[src/rtl/core_pkg.sv]
// Shared core definitions: controller state codes, the nop encoding and the
// instruction-fetch handshake FSM states.
package core_pkg;

    localparam logic [2:0] ST_FETCH  = 3'd0;
    localparam logic [2:0] ST_DECODE = 3'd1;
    localparam logic [2:0] ST_EXEC   = 3'd2;
    localparam logic [2:0] ST_MEM    = 3'd3;
    localparam logic [2:0] ST_WRITE  = 3'd4;

    localparam logic [31:0] NOP_INSTR = 32'h0000_0013;

    localparam int IMEM_AW_DEFAULT = 15;

    typedef enum logic [1:0] {
        FS_IDLE,
        FS_REQ,
        FS_WAIT,
        FS_DONE
    } fetch_st_t;

endpackage

[src/rtl/fetch_unit_if.sv]
// Instruction-memory request/response handshake between the fetch stage
// (master) and instruction memory (slave).
interface fetch_unit_if import core_pkg::*; #(
    parameter int AW = IMEM_AW_DEFAULT
);

    logic          req;
    logic [AW-1:0] addr;
    logic          ready;
    logic          rvalid;
    logic [31:0]   rdata;

    modport master (output req, output addr, input ready, input rvalid, input rdata);
    modport slave  (input req, input addr, output ready, output rvalid, output rdata);

endinterface

[src/rtl/fetch_unit_pc_reg.sv]
// Program counter with next-PC select, sticky misaligned-redirect flag and
// the retired-instruction counter; all advance only on a qualified commit.
module pc_reg #(
    parameter logic [31:0] RESET_PC = 32'h0000_0000
) (
    input  logic        clk,
    input  logic        rst,
    input  logic        i_commit,
    input  logic        i_branch_taken,
    input  logic [31:0] i_branch_target,
    output logic [31:0] o_pc,
    output logic [31:0] o_instret,
    output logic        o_misalign
);

    logic [31:0] r_pc;
    logic [31:0] r_instret;
    logic        r_misalign;
    logic [31:0] w_next_pc;
    logic        w_target_misaligned;

    // Redirect targets are forced to word alignment; the low bits only feed the flag.
    always_comb begin
        w_target_misaligned = i_branch_taken && (i_branch_target[1:0] != 2'b00);
        w_next_pc = i_branch_taken ? {i_branch_target[31:2], 2'b00} : r_pc + 32'd4;
    end

    always_ff @(posedge clk) begin
        if (rst) begin
            r_pc       <= RESET_PC;
            r_instret  <= 32'd0;
            r_misalign <= 1'b0;
        end else if (i_commit) begin
            r_pc      <= w_next_pc;
            r_instret <= r_instret + 32'd1;
            if (w_target_misaligned) begin
                r_misalign <= 1'b1;
            end
        end
    end

    assign o_pc       = r_pc;
    assign o_instret  = r_instret;
    assign o_misalign = r_misalign;

endmodule

[src/rtl/fetch_unit.sv]
// Instruction-fetch stage: one memory request per FETCH visit, latches the
// returned word for the decoder and owns the PC via pc_reg.
module fetch_unit import core_pkg::*; #(
    parameter logic [31:0] RESET_PC = 32'h0000_0000,
    parameter int          IMEM_AW  = IMEM_AW_DEFAULT
) (
    input  logic         clk,
    input  logic         rst,
    input  logic [2:0]   i_state,
    fetch_unit_if.master imem,
    input  logic         i_commit,
    input  logic         i_branch_taken,
    input  logic [31:0]  i_branch_target,
    output logic [31:0]  o_pc,
    output logic [31:0]  o_instr_raw,
    output logic         o_fetch_done,
    output logic         o_misalign,
    output logic [31:0]  o_instret
);

    fetch_st_t   r_fsm;
    logic        r_req;
    logic        r_fetch_done;
    logic        r_drop;
    logic [31:0] r_instr;
    logic        w_in_fetch;
    logic        w_commit;
    logic [31:0] w_pc;

    assign w_in_fetch = (i_state == ST_FETCH);

    // A commit outside IDLE, or colliding with a response, is a protocol error and is dropped.
    assign w_commit = i_commit && (r_fsm == FS_IDLE) && !imem.rvalid;

    always_ff @(posedge clk) begin
        if (rst) begin
            r_fsm        <= FS_IDLE;
            r_req        <= 1'b0;
            r_fetch_done <= 1'b0;
            r_drop       <= 1'b0;
            r_instr      <= NOP_INSTR;
        end else begin
            r_fetch_done <= 1'b0;
            case (r_fsm)
                FS_IDLE: begin
                    if (w_in_fetch) begin
                        r_fsm <= FS_REQ;
                        r_req <= 1'b1;
                    end
                end
                FS_REQ: begin
                    // Once accepted a response is owed, so it must be consumed even if FETCH ended.
                    if (imem.ready) begin
                        r_fsm  <= FS_WAIT;
                        r_req  <= 1'b0;
                        r_drop <= !w_in_fetch;
                    end else if (!w_in_fetch) begin
                        r_fsm <= FS_IDLE;
                        r_req <= 1'b0;
                    end
                end
                FS_WAIT: begin
                    if (imem.rvalid) begin
                        r_drop <= 1'b0;
                        if (r_drop || !w_in_fetch) begin
                            r_fsm <= FS_IDLE;
                        end else begin
                            r_instr      <= imem.rdata;
                            r_fetch_done <= 1'b1;
                            r_fsm        <= FS_DONE;
                        end
                    end else if (!w_in_fetch) begin
                        r_drop <= 1'b1;
                    end
                end
                FS_DONE: begin
                    r_fsm <= FS_IDLE;
                end
                default: begin
                    r_fsm <= FS_IDLE;
                end
            endcase
        end
    end

    pc_reg #(
        .RESET_PC (RESET_PC)
    ) u_pc_reg (
        .clk             (clk),
        .rst             (rst),
        .i_commit        (w_commit),
        .i_branch_taken  (i_branch_taken),
        .i_branch_target (i_branch_target),
        .o_pc            (w_pc),
        .o_instret       (o_instret),
        .o_misalign      (o_misalign)
    );

    assign imem.req     = r_req;
    assign imem.addr    = w_pc[IMEM_AW+1:2];
    assign o_pc         = w_pc;
    assign o_instr_raw  = r_instr;
    assign o_fetch_done = r_fetch_done;

endmodule

[src/flat_wrapper.sv]
// flat-port wrapper written by rule: the top's interface ports become plain ports
module fetch_unit_flat import core_pkg::*;
#(
    parameter logic [31:0] RESET_PC = 32'h0000_0000,
    parameter int          IMEM_AW  = IMEM_AW_DEFAULT
)
  (clk, rst, i_state, i_commit, i_branch_taken, i_branch_target, o_pc, o_instr_raw, o_fetch_done, o_misalign, o_instret, imem_req, imem_addr, imem_ready, imem_rvalid, imem_rdata);
  fetch_unit_if #(.AW(15)) imem_i ();
  input  logic clk;
  input  logic rst;
  input  logic [2:0] i_state;
  input  logic i_commit;
  input  logic i_branch_taken;
  input  logic [31:0] i_branch_target;
  output logic [31:0] o_pc;
  output logic [31:0] o_instr_raw;
  output logic o_fetch_done;
  output logic o_misalign;
  output logic [31:0] o_instret;
  output wire logic [$bits(imem_i.req)-1:0] imem_req;
  output wire logic [$bits(imem_i.addr)-1:0] imem_addr;
  input wire logic [$bits(imem_i.ready)-1:0] imem_ready;
  input wire logic [$bits(imem_i.rvalid)-1:0] imem_rvalid;
  input wire logic [$bits(imem_i.rdata)-1:0] imem_rdata;
  assign imem_req = imem_i.req;
  assign imem_addr = imem_i.addr;
  assign imem_i.ready = imem_ready;
  assign imem_i.rvalid = imem_rvalid;
  assign imem_i.rdata = imem_rdata;
  fetch_unit #(.RESET_PC(RESET_PC), .IMEM_AW(IMEM_AW)) u_core (.clk(clk), .rst(rst), .i_state(i_state), .imem(imem_i), .i_commit(i_commit), .i_branch_taken(i_branch_taken), .i_branch_target(i_branch_target), .o_pc(o_pc), .o_instr_raw(o_instr_raw), .o_fetch_done(o_fetch_done), .o_misalign(o_misalign), .o_instret(o_instret));
endmodule
[config.mk]
export PLATFORM = sky130hd
export DESIGN_NAME = fetch_unit_flat
export DESIGN_NICKNAME = d
export VERILOG_FILES = /design/src/rtl/core_pkg.sv /design/src/rtl/fetch_unit_if.sv /design/src/rtl/fetch_unit_pc_reg.sv /design/src/rtl/fetch_unit.sv /design/src/flat_wrapper.sv
export SDC_FILE = /design/constraint.sdc
export NUM_CORES = 1
export LEC_CHECK = 0
export ABC_AREA = 1
export CAP_MARGIN = 20
export CORE_MARGIN = 4
export CORE_UTILIZATION = 42
export DETAILED_ROUTE_END_ITERATION = 8
export PLACE_DENSITY = 0.78
export SLEW_MARGIN = 20
export SYNTH_ARGS = -nofsm -noshare
export SYNTH_HDL_FRONTEND = slang
export SYNTH_SLANG_ARGS = --single-unit
[constraint.sdc]
create_clock -name clk -period 1.3 [get_ports clk]
set_input_delay 0.26 -clock clk [delete_from_list [all_inputs] [get_ports clk]]
set_output_delay 0.26 -clock clk [all_outputs]
set_load 0.1 [all_outputs]
==> flow_results.org, run 1 <==
** Clocking
- TritonCTS clock tree :: built
- Clock latency on the worst-skew pair, taken at its later pin, is 0.37 ns.
- TritonCTS created 9 clock buffers.
- The H-tree was split into 3 levels.
- After clock tree synthesis, the clock-pin slew on the worst setup and hold paths is 0.08 ns.
- Total number of clock tree sinks :: 100
- In this run the clock root is driven by a sky130_fd_sc_hd__clkbuf_16.
- Longest Clk Path Bufs :: 2
- CTS hold repair buffers :: 0

** Hold path
- Hold endpoint :: u_core.u_pc_reg.o_pc[28]
- Classification of the worst-slack hold path :: input port to flop
- Beginning of the worst hold path :: rst
- Counting instances, the worst hold path has a depth of 3.

** STA
- Maximum clock skew at final layout :: 0.01421 ns
- Normalized max-slew margin :: 0.6120
- Transition time at the pin with the least slew margin :: 0.5767 ns
- Across all setup checks in the final design, the least slack found is -0.4992 ns.
- The total count of hold-check failures in the final report was 0.
- Fin. max-slew vios :: 0
- Setup_tns :: -26.66 ns
- Derived from the worst setup path, the maximum achievable clock frequency is 555.8 MHz.
- Setup repair after global routing missed its margin :: true
- Crit share post-route :: 1.384
- Crit path time final :: 1.799 ns
- Final setup violation count :: 139

** Detailed routing
- After the first detailed-routing iteration, the DRC count stood at 1392.
- The routed layout has 8414 vias.
- After detailed routing, the number of remaining DRC violations is 1.
- Routed WL per cell :: 24.43 um
- Number of detailed-routing iterations run before antenna repair :: 9
- Total Routed Length :: 32.74 mm
- Number of antenna-violating nets in the routed design :: 0
- Vias per std cell :: 6.279

** Floorplanning
- Die area :: 14870 um^2
- The floorplan has 41 rows.
- The die is 122.0 um tall.
- Starting density of the core :: 0.4304
- In this run the horizontal extent of the chip is 122.0 um.
- The total area inside the core boundary comes to 12670 um^2.
- Top-Level Pins :: 187

** Yosys
- Yosys mapped a number of flops with a built-in enable equal to 0.
- In this run, synthesis produced a sequential element count of 100.
- Predominant post-synthesis flop cell :: sky130_fd_sc_hd__dfxtp_1
- Of the synthesized area, sequential elements account for 0.3671.
- Of all cell types, the one taking the most synthesized area is sky130_fd_sc_hd__dfxtp_1.
- The cell count after synthesis came out at 855.
- Synth top area cells :: sky130_fd_sc_hd__dfxtp_1, sky130_fd_sc_hd__nand2_1, sky130_fd_sc_hd__nor2_1, sky130_fd_sc_hd__nand3_1, sky130_fd_sc_hd__inv_1
- Post-synth ARST share :: 0
- Yosys Warn Count :: 0
- Top-area cell type share of the netlist area :: 0.3671
- Synthesized cell area :: 5454 um^2
- Post-synthesis area per instance :: 6.379 um^2
- In this run, distinct cell masters in the synthesized netlist total 39.

** Power and ir drop
- Pwr Density :: 682.6 nW/um^2
- The share of total power dissipated in the clock network is 0.377.
- The internal power of the cells totals 5360 uW.
- Power dissipated by switching net loads :: 2561 uW
- Of the total power, the share spent switching nets is 0.3233.
- Share of total power in combinational logic :: 0.227
- Sequential share of power :: 0.395
- The analysis attributes to cell leakage a power of 0.004739 uW.
- The worst-case IR drop observed on VDD is 749.9 uV.

** Layout
- NumNets Final :: 1238
- The number of antenna diodes in the final layout is 0.
- Area growth from synthesis to layout :: 112.8%
- Fill count :: 441
- In the final layout, the share of cells above drive strength 1 is 0.5017.

** Worst setup path
- Path type of the worst setup path :: flop to flop
- Worst r2r src :: u_core.u_pc_reg.o_pc[7]
- Depth of the worst register-to-register path :: 8
- Nature of the critical path startpoint :: flop
- Data on the critical path arrives at its endpoint at 2.05 ns.
- In this run the worst path has a maximum fanout of 4.
- STA classifies the critical path endpoint as a flop.
- At the worst endpoint, the required time is 1.55 ns.
- In this run the critical register-to-register path is captured at u_core.u_pc_reg.o_pc[10].
- FF-to-FF setup slack :: -0.50 ns

** Run status
- Violations in the final reports :: design-rule violations, negative setup slack
- The flow ran to the end, but the final reports show violations.

** Global route
- Number of global-route vias before repair :: 7566
- Overflow left after global routing :: 0
- Entering global routing, the biggest net connects 45 pins.
- The number of antenna violations at the first check in global routing came to 0.
- The first global-routing pass estimated 38.67 mm of wire.
- Across every metal layer, demand over resource in global routing totals 0.3291.

** Placed design
- Number of port buffers :: 184
- Summed over all nets, the half-perimeter wirelength after detailed placement is 14.98 mm.
- Pre-CTS setup slack :: -0.6032 ns
- Routability congestion estimate :: 0.9425

** Flow run
- Number of max-capacitance violations reported :: 0
metrics by stage:
stage,instances,utilization,hold WS (ns),area (um^2),total power (uW)
6_report,1340,0.9158,0.3543,11600,7921
5_1_grt,1340,0.9158,0.3587,11600,8069
4_1_cts,1315,0.8523,0.3473,10800,7586
3_5_place_dp,1258,0.7609,0.4785,9642,4719
3_3_place_gp,1258,0.7609,0.4697,9642,4704
2_1_floorplan,856,-,0.3863,5983,4012
cell usage after synthesis, types with 3 or more instances:
master                     instances
sky130_fd_sc_hd__nand3_1          65
sky130_fd_sc_hd__nor2_4            7
sky130_fd_sc_hd__nor3_1           16
sky130_fd_sc_hd__a22oi_1           4
sky130_fd_sc_hd__xor2_1            3
sky130_fd_sc_hd__inv_1            69
sky130_fd_sc_hd__o211ai_1          6
sky130_fd_sc_hd__a31oi_1           6
sky130_fd_sc_hd__dfxtp_1         100
sky130_fd_sc_hd__inv_2             4
sky130_fd_sc_hd__o21ai_0          48
sky130_fd_sc_hd__nand3_2           3
sky130_fd_sc_hd__nor4_1            3
sky130_fd_sc_hd__a21oi_1          42
sky130_fd_sc_hd__nor2_2            5
sky130_fd_sc_hd__nand2_1         205
sky130_fd_sc_hd__nor3_2            3
sky130_fd_sc_hd__clkbuf_1         13
sky130_fd_sc_hd__nor2_1          187
sky130_fd_sc_hd__buf_4            18
sky130_fd_sc_hd__nand4_1          12
sky130_fd_sc_hd__buf_2            13
how the worst max path moves through the flow:
stage	slack, ns	depth (start not counted)	end	start
final	-0.50	8	u_core.u_pc_reg.o_pc[10]	u_core.u_pc_reg.o_pc[7]
after global routing	-0.56	10	u_core.u_pc_reg.o_instret[23]	u_core.u_pc_reg.o_instret[2]
after CTS	-0.19	10	u_core.u_pc_reg.o_instret[23]	u_core.r_fsm[0]
after detailed placement	-0.60	8	u_core.u_pc_reg.o_instret[16]	i_commit
after global placement	-0.53	8	u_core.u_pc_reg.o_instret[30]	i_commit
after floorplan	-0.21	10	u_core.u_pc_reg.o_pc[24]	u_core.u_pc_reg.o_pc[3]
flip-flops by register name (all words and copies together) (netlist names):
name and cells:
u_core.r_drop 1, u_core.o_fetch_done 1, u_core.u_pc_reg.o_pc 30, u_core.o_instr_raw 32
u_core.r_fsm 2, u_core.u_pc_reg.o_instret 32, u_core.imem.req 1, u_core.u_pc_reg.o_misalign 1
cell families after synthesis:
group	share of synthesized area
AND/OR/NAND/NOR	0.4056
buffers and inverters	0.1007
AO/OA/AOI/OAI	0.1149
flip-flops	0.3671
XOR/XNOR	0.006425
adder cells (fa/ha/maj)	0.004587
other	0.0006876
placed cells by master, fill, tap and decap left out, types with 3 or more instances in the layout:
cell type	Yosys	routed
sky130_fd_sc_hd__clkbuf_16	0	11
sky130_fd_sc_hd__clkdlybuf4s50_1	0	69
sky130_fd_sc_hd__nand2_4	0	27
sky130_fd_sc_hd__a31oi_1	6	6
sky130_fd_sc_hd__nor2_2	5	29
sky130_fd_sc_hd__nand3_4	0	6
sky130_fd_sc_hd__o21ai_1	1	15
sky130_fd_sc_hd__nand2_2	2	37
sky130_fd_sc_hd__nand3_2	3	21
sky130_fd_sc_hd__buf_4	18	97
sky130_fd_sc_hd__dfxtp_4	0	57
sky130_fd_sc_hd__buf_6	2	43
sky130_fd_sc_hd__nor3_4	1	4
sky130_fd_sc_hd__a21oi_2	0	5
sky130_fd_sc_hd__nor3b_2	1	3
sky130_fd_sc_hd__o211ai_1	6	6
sky130_fd_sc_hd__nor3_1	16	11
sky130_fd_sc_hd__nor3_2	3	5
sky130_fd_sc_hd__a21oi_1	42	37
sky130_fd_sc_hd__nand2_1	205	142
sky130_fd_sc_hd__dfxtp_2	0	6
sky130_fd_sc_hd__o21ai_0	48	13
sky130_fd_sc_hd__nor2_1	187	116
sky130_fd_sc_hd__inv_1	69	58
sky130_fd_sc_hd__buf_12	0	126
sky130_fd_sc_hd__nand4_1	12	12
sky130_fd_sc_hd__nand3_1	65	41
sky130_fd_sc_hd__dfxtp_1	100	37
sky130_fd_sc_hd__a22oi_1	4	4
sky130_fd_sc_hd__inv_2	4	9
sky130_fd_sc_hd__o21ai_2	0	20
sky130_fd_sc_hd__nor2_4	7	54
sky130_fd_sc_hd__inv_4	0	6
final cells by class:
cell class	count	area, um^2	share of cell area
Timing Repair Buffer	342	4541	0.3913
Multi-Input combinational cell	636	4011	0.3457
Sequential cell	100	2223	0.1916
Clock buffer	12	289.0	0.02491
Inverter	73	289.0	0.02491
Tap cell	172	215.2	0.01855
Clock inverter	4	27.53	0.002372
Timing Repair inverter	1	7.507	0.0006470
critical path: stages (launching register included):
cell and delay (ns):
sky130_fd_sc_hd__dfxtp_4 0.41, sky130_fd_sc_hd__buf_6 0.12, sky130_fd_sc_hd__nand2_4 0.08, sky130_fd_sc_hd__nor2_4 0.28
sky130_fd_sc_hd__nand2_4 0.14, sky130_fd_sc_hd__o211ai_1 0.29, sky130_fd_sc_hd__nand2_1 0.13, sky130_fd_sc_hd__o21ai_1 0.15
sky130_fd_sc_hd__inv_1 0.08
power by group through the flow:
stage | Sequential [uW] | Combinational [uW] | Clock (uW)
floorplan | 3530 | 479 | 0
global placement | 3180 | 1530 | 0
global route | 3140 | 1840 | 3100
detailed placement | 3180 | 1540 | 0
finish | 3130 | 1800 | 2990
CTS | 3110 | 1620 | 2850
metal layers:
layer | vias up | wire (um) | GRT usage
met5 | - | 0 | 0
met4 | 0 | 2699 | 0.1758
met3 | 316 | 4141 | 0.09703
met2 | 882 | 15200 | 0.5794
met1 | 3852 | 10700 | 0.3546
li1 | 3364 | - | -
repair_timing:
| item | in CTS | in global routing |
|---|---|---|
| pin swaps | 46 | 95 |
| endpoints found under the setup margin | 118 | 139 |
| resized for setup | 118 | 186 |
| gates cloned | 6 | 0 |
| setup buffers | 36 | 35 |
| endpoints found under the hold margin | 0 | 0 |
Power figures use the tool's default switching activity.
==> inputs of run 2 (changes only) <==
==> constraint.sdc (replaced) <==
create_clock -name clk -period 1.53 [get_ports clk]
set_input_delay 0.306 -clock clk [delete_from_list [all_inputs] [get_ports clk]]
set_output_delay 0.306 -clock clk [all_outputs]
set_load 0.1 [all_outputs]
==> flow_results.org, run 2 (synthesized netlist as in run 1, its figures left out) <==
** Run status
- The flow ran to the end, but the final reports show violations.
- The checks that failed: negative setup slack.

** Layout
- NumNets Final :: 1149 (-7.2%)
- Most common library cell in the layout ignoring fill and taps :: sky130_fd_sc_hd__nand2_1
- Core Util, Final :: 0.7700 (-0.1457)
- Commonest non-fill, non-tap cells in the layout :: sky130_fd_sc_hd__nand2_1, sky130_fd_sc_hd__nor2_1, sky130_fd_sc_hd__buf_12
- Area growth from synthesis to layout :: 78.89%
- The share of post-route cells with drive strength above 1 came to 0.3373 (-0.1644).
- The cell area after layout came to 9757 um^2 (-16%).
- The total inserted antenna cells came to 0 (unchanged).

** Detailed routing
- Total Routed Length :: 19.86 mm (-39%)
- DRT iter0 DRCs :: 693 (-50%)
- The detail-routed via count per cell was 5.257 (-16%).
- The via count came to 6576 (-22%).
- Post-detailed-route DRC marker count :: 0 (-1)
- Number of detailed-routing iterations run before antenna repair :: 7 (-2)
- The number of nets still failing antenna checks after routing is 0 (unchanged).
- Routed WL per cell :: 15.87 um (-35%)

** Worst setup path
- STA classifies the critical path startpoint as a flop.
- Ordered list of cells on the worst path :: nor2_4 -> nand3_4 -> nor2_4 -> clkinvlp_4 -> buf_6 -> buf_6 -> o211ai_1 -> a21oi_1
- The data required time of the critical path is 1.76 ns (+0.21 ns).
- Path type of the worst setup path :: flop to flop
- CP max stage delay :: 0.37 ns (-0.04 ns)
- The slowest stage of the critical path belongs to the cell sky130_fd_sc_hd__dfxtp_4.
- Worst path arrival time :: 1.78 ns (-0.27 ns)
- STA classifies the critical path endpoint as a flop.
- The maximum fanout along the worst path came to 6 (+2).
- Critical path buffers and inverters :: 3 (+1)
- Among cell families on the critical path, the largest total delay comes from buffers and inverters.

** Global route
- The number of global-route vias before repair is 6351 (-16%).
- GR Layer Usage met1 :: 0.2926 (-0.06202)
- The pin count of the biggest net entering global routing was 45 (unchanged).
- The met3 routing resource usage after global routing was 0.08357 (-0.01346).
- GRT Max-Usage Layer :: met2
- The wire length of the first global-routing pass was 30.42 mm (-21%).
- Met2 Track Usage GR :: 0.4365 (-0.1430)
- Antenna violations before repair :: 0 (unchanged)
- GRT Total Usage :: 0.2535 (-0.07554)
- Overflow left after global routing :: 0 (unchanged)

** STA
- Final setup margin :: -0.01900 ns (+0.4802 ns)
- The top achievable clock speed was 645.6 MHz (+16%).
- The worst clock skew was 0.01002 ns (-0.004194 ns).
- Final setup violation count :: 2 (-99%)
- Crit share post-route :: 1.012 (-0.3716)
- The total count of hold-check failures in the final report came to 0 (unchanged).
- The final critical delay including setup and external delays was 1.549 ns (-0.2502 ns).
- Setup repair after global routing missed its margin :: true
- The final number of max-transition violations is 0 (unchanged).

** Placed design
- Number of port buffers :: 184 (unchanged)
- HPWL after detailed placement :: 14.06 mm (-6.2%)
- The worst slack after detailed placement was -0.4502 ns (+0.1530 ns).
- The global placement routability congestion came to 0.8817 (-6.5%).
- The area after detailed placement came to 8996 um^2 (-6.7%).

** Hold path
- Classification of the worst-slack hold path :: input port to flop

** Clocking
- CTS hold repair buffers :: 0 (unchanged)
- Insertion delay of the later-clocked pin in the worst-skew pair :: 0.35 ns (-0.02 ns)
- TritonCTS built the clock tree.
- CTS HTree Levels :: 3 (unchanged)
- The tree is rooted in a sky130_fd_sc_hd__clkbuf_16.
- Total number of clock tree sinks :: 100 (unchanged)
- The CTS clock-pin slew for the worst setup and hold paths came to 0.07 ns (about the same).
- Longest Clk Path Bufs :: 2 (unchanged)
- The number of CTS-inserted buffers was 9 (unchanged).

** Power and ir drop
- Static leakage :: 0.003720 uW (-22%)
- The overall power of the completed layout is 6199 uW (-22%).
- The power density normalized to cell area was 635.4 nW/um^2 (-6.9%).
- The worst voltage drop across the vdd grid was 571.8 uV (-24%).

** Floorplanning
- Die area :: 14870 um^2 (unchanged)
- The boundary pin count was 187 (unchanged).
- The core box area came to 12670 um^2 (unchanged).
- Vert. Die Dim :: 122.0 um (unchanged)
- The die width came to 122.0 um (unchanged).
- The initial cell density of the core was 0.4304 (unchanged).
- The number of standard-cell rows in the floorplan came to 41 (unchanged).

** Flow run
- Number of max-capacitance violations reported :: 0 (unchanged)
## run 2: changes by cell type in the layout (fill, tap and decap cells not counted), sizes merged
cell / before / now
clkinvlp: 1 / 2
dlymetal6s2s: 2 / 3
clkinv: 4 / 3
clkdlybuf4s50: 69 / 68
buf: 271 / 183
clkbuf: 12 / 11
## run 2: tightest hold or removal path, delay by kind of cell
family	cells	cell delay [ns]
AOI/OAI and AO/OA	1	0.04
buffers and inverters	2	0.35
## run 2: stage by stage
stage	hold WS [ns]	setup TNS (ns)	instances
after floorplan	0.4324	-0.007263	856
after global placement	0.4593	-24.84	1212
after detailed placement	0.4659	-27.74	1212
after CTS	0.4044	-0.07983	1232
after global routing	0.4291	-2.591	1251
final	0.3987	-0.02340	1251
## run 2: repair_timing
item	CTS	global route
gates resized for setup	14	93
cloned	0	0
pin swaps	5	31
buffers inserted	4	20
endpoints found under the setup margin	47	78
## run 2: worst paths after layout
path,startpoint,to,slack (ns),cells after the start
worst min register to register,u_core.u_pc_reg.o_instret[10],u_core.u_pc_reg.o_instret[10],0.48,1
worst max-delay path,u_core.r_fsm[0],u_core.u_pc_reg.o_pc[12],-0.02,8
worst max register to register,u_core.r_fsm[0],u_core.u_pc_reg.o_pc[12],-0.02,8
worst min-delay path,rst,u_core.u_pc_reg.o_pc[17],0.40,3
## run 2: where the power goes
group	switching, uW	internal, uW	leakage (uW)
logic	744	524	0.00273
clock network	1050	1210	0.000141
registers	89.1	2590	0.000853
total	1880	4320	0.00372
## run 2: area by class of cell
type | count | area [um^2]
timing repair buffer | 254 | 3556
multi-input combinational | 636 | 3212
fill | 833 | 2914
sequential | 100 | 2200
inverter | 73 | 285.3
clock buffer | 11 | 254.0
tap | 172 | 215.2
clock inverter | 5 | 35.03
## run 2: routing by layer
layer | routed length (um) | vias up | share of wire
li1 | - | 3185 | -
met3 | 2239 | 46 | 0.11
met5 | 0 | - | 0
met1 | 7405 | 2974 | 0.37
met2 | 9732 | 371 | 0.49
met4 | 478 | 0 | 0.024
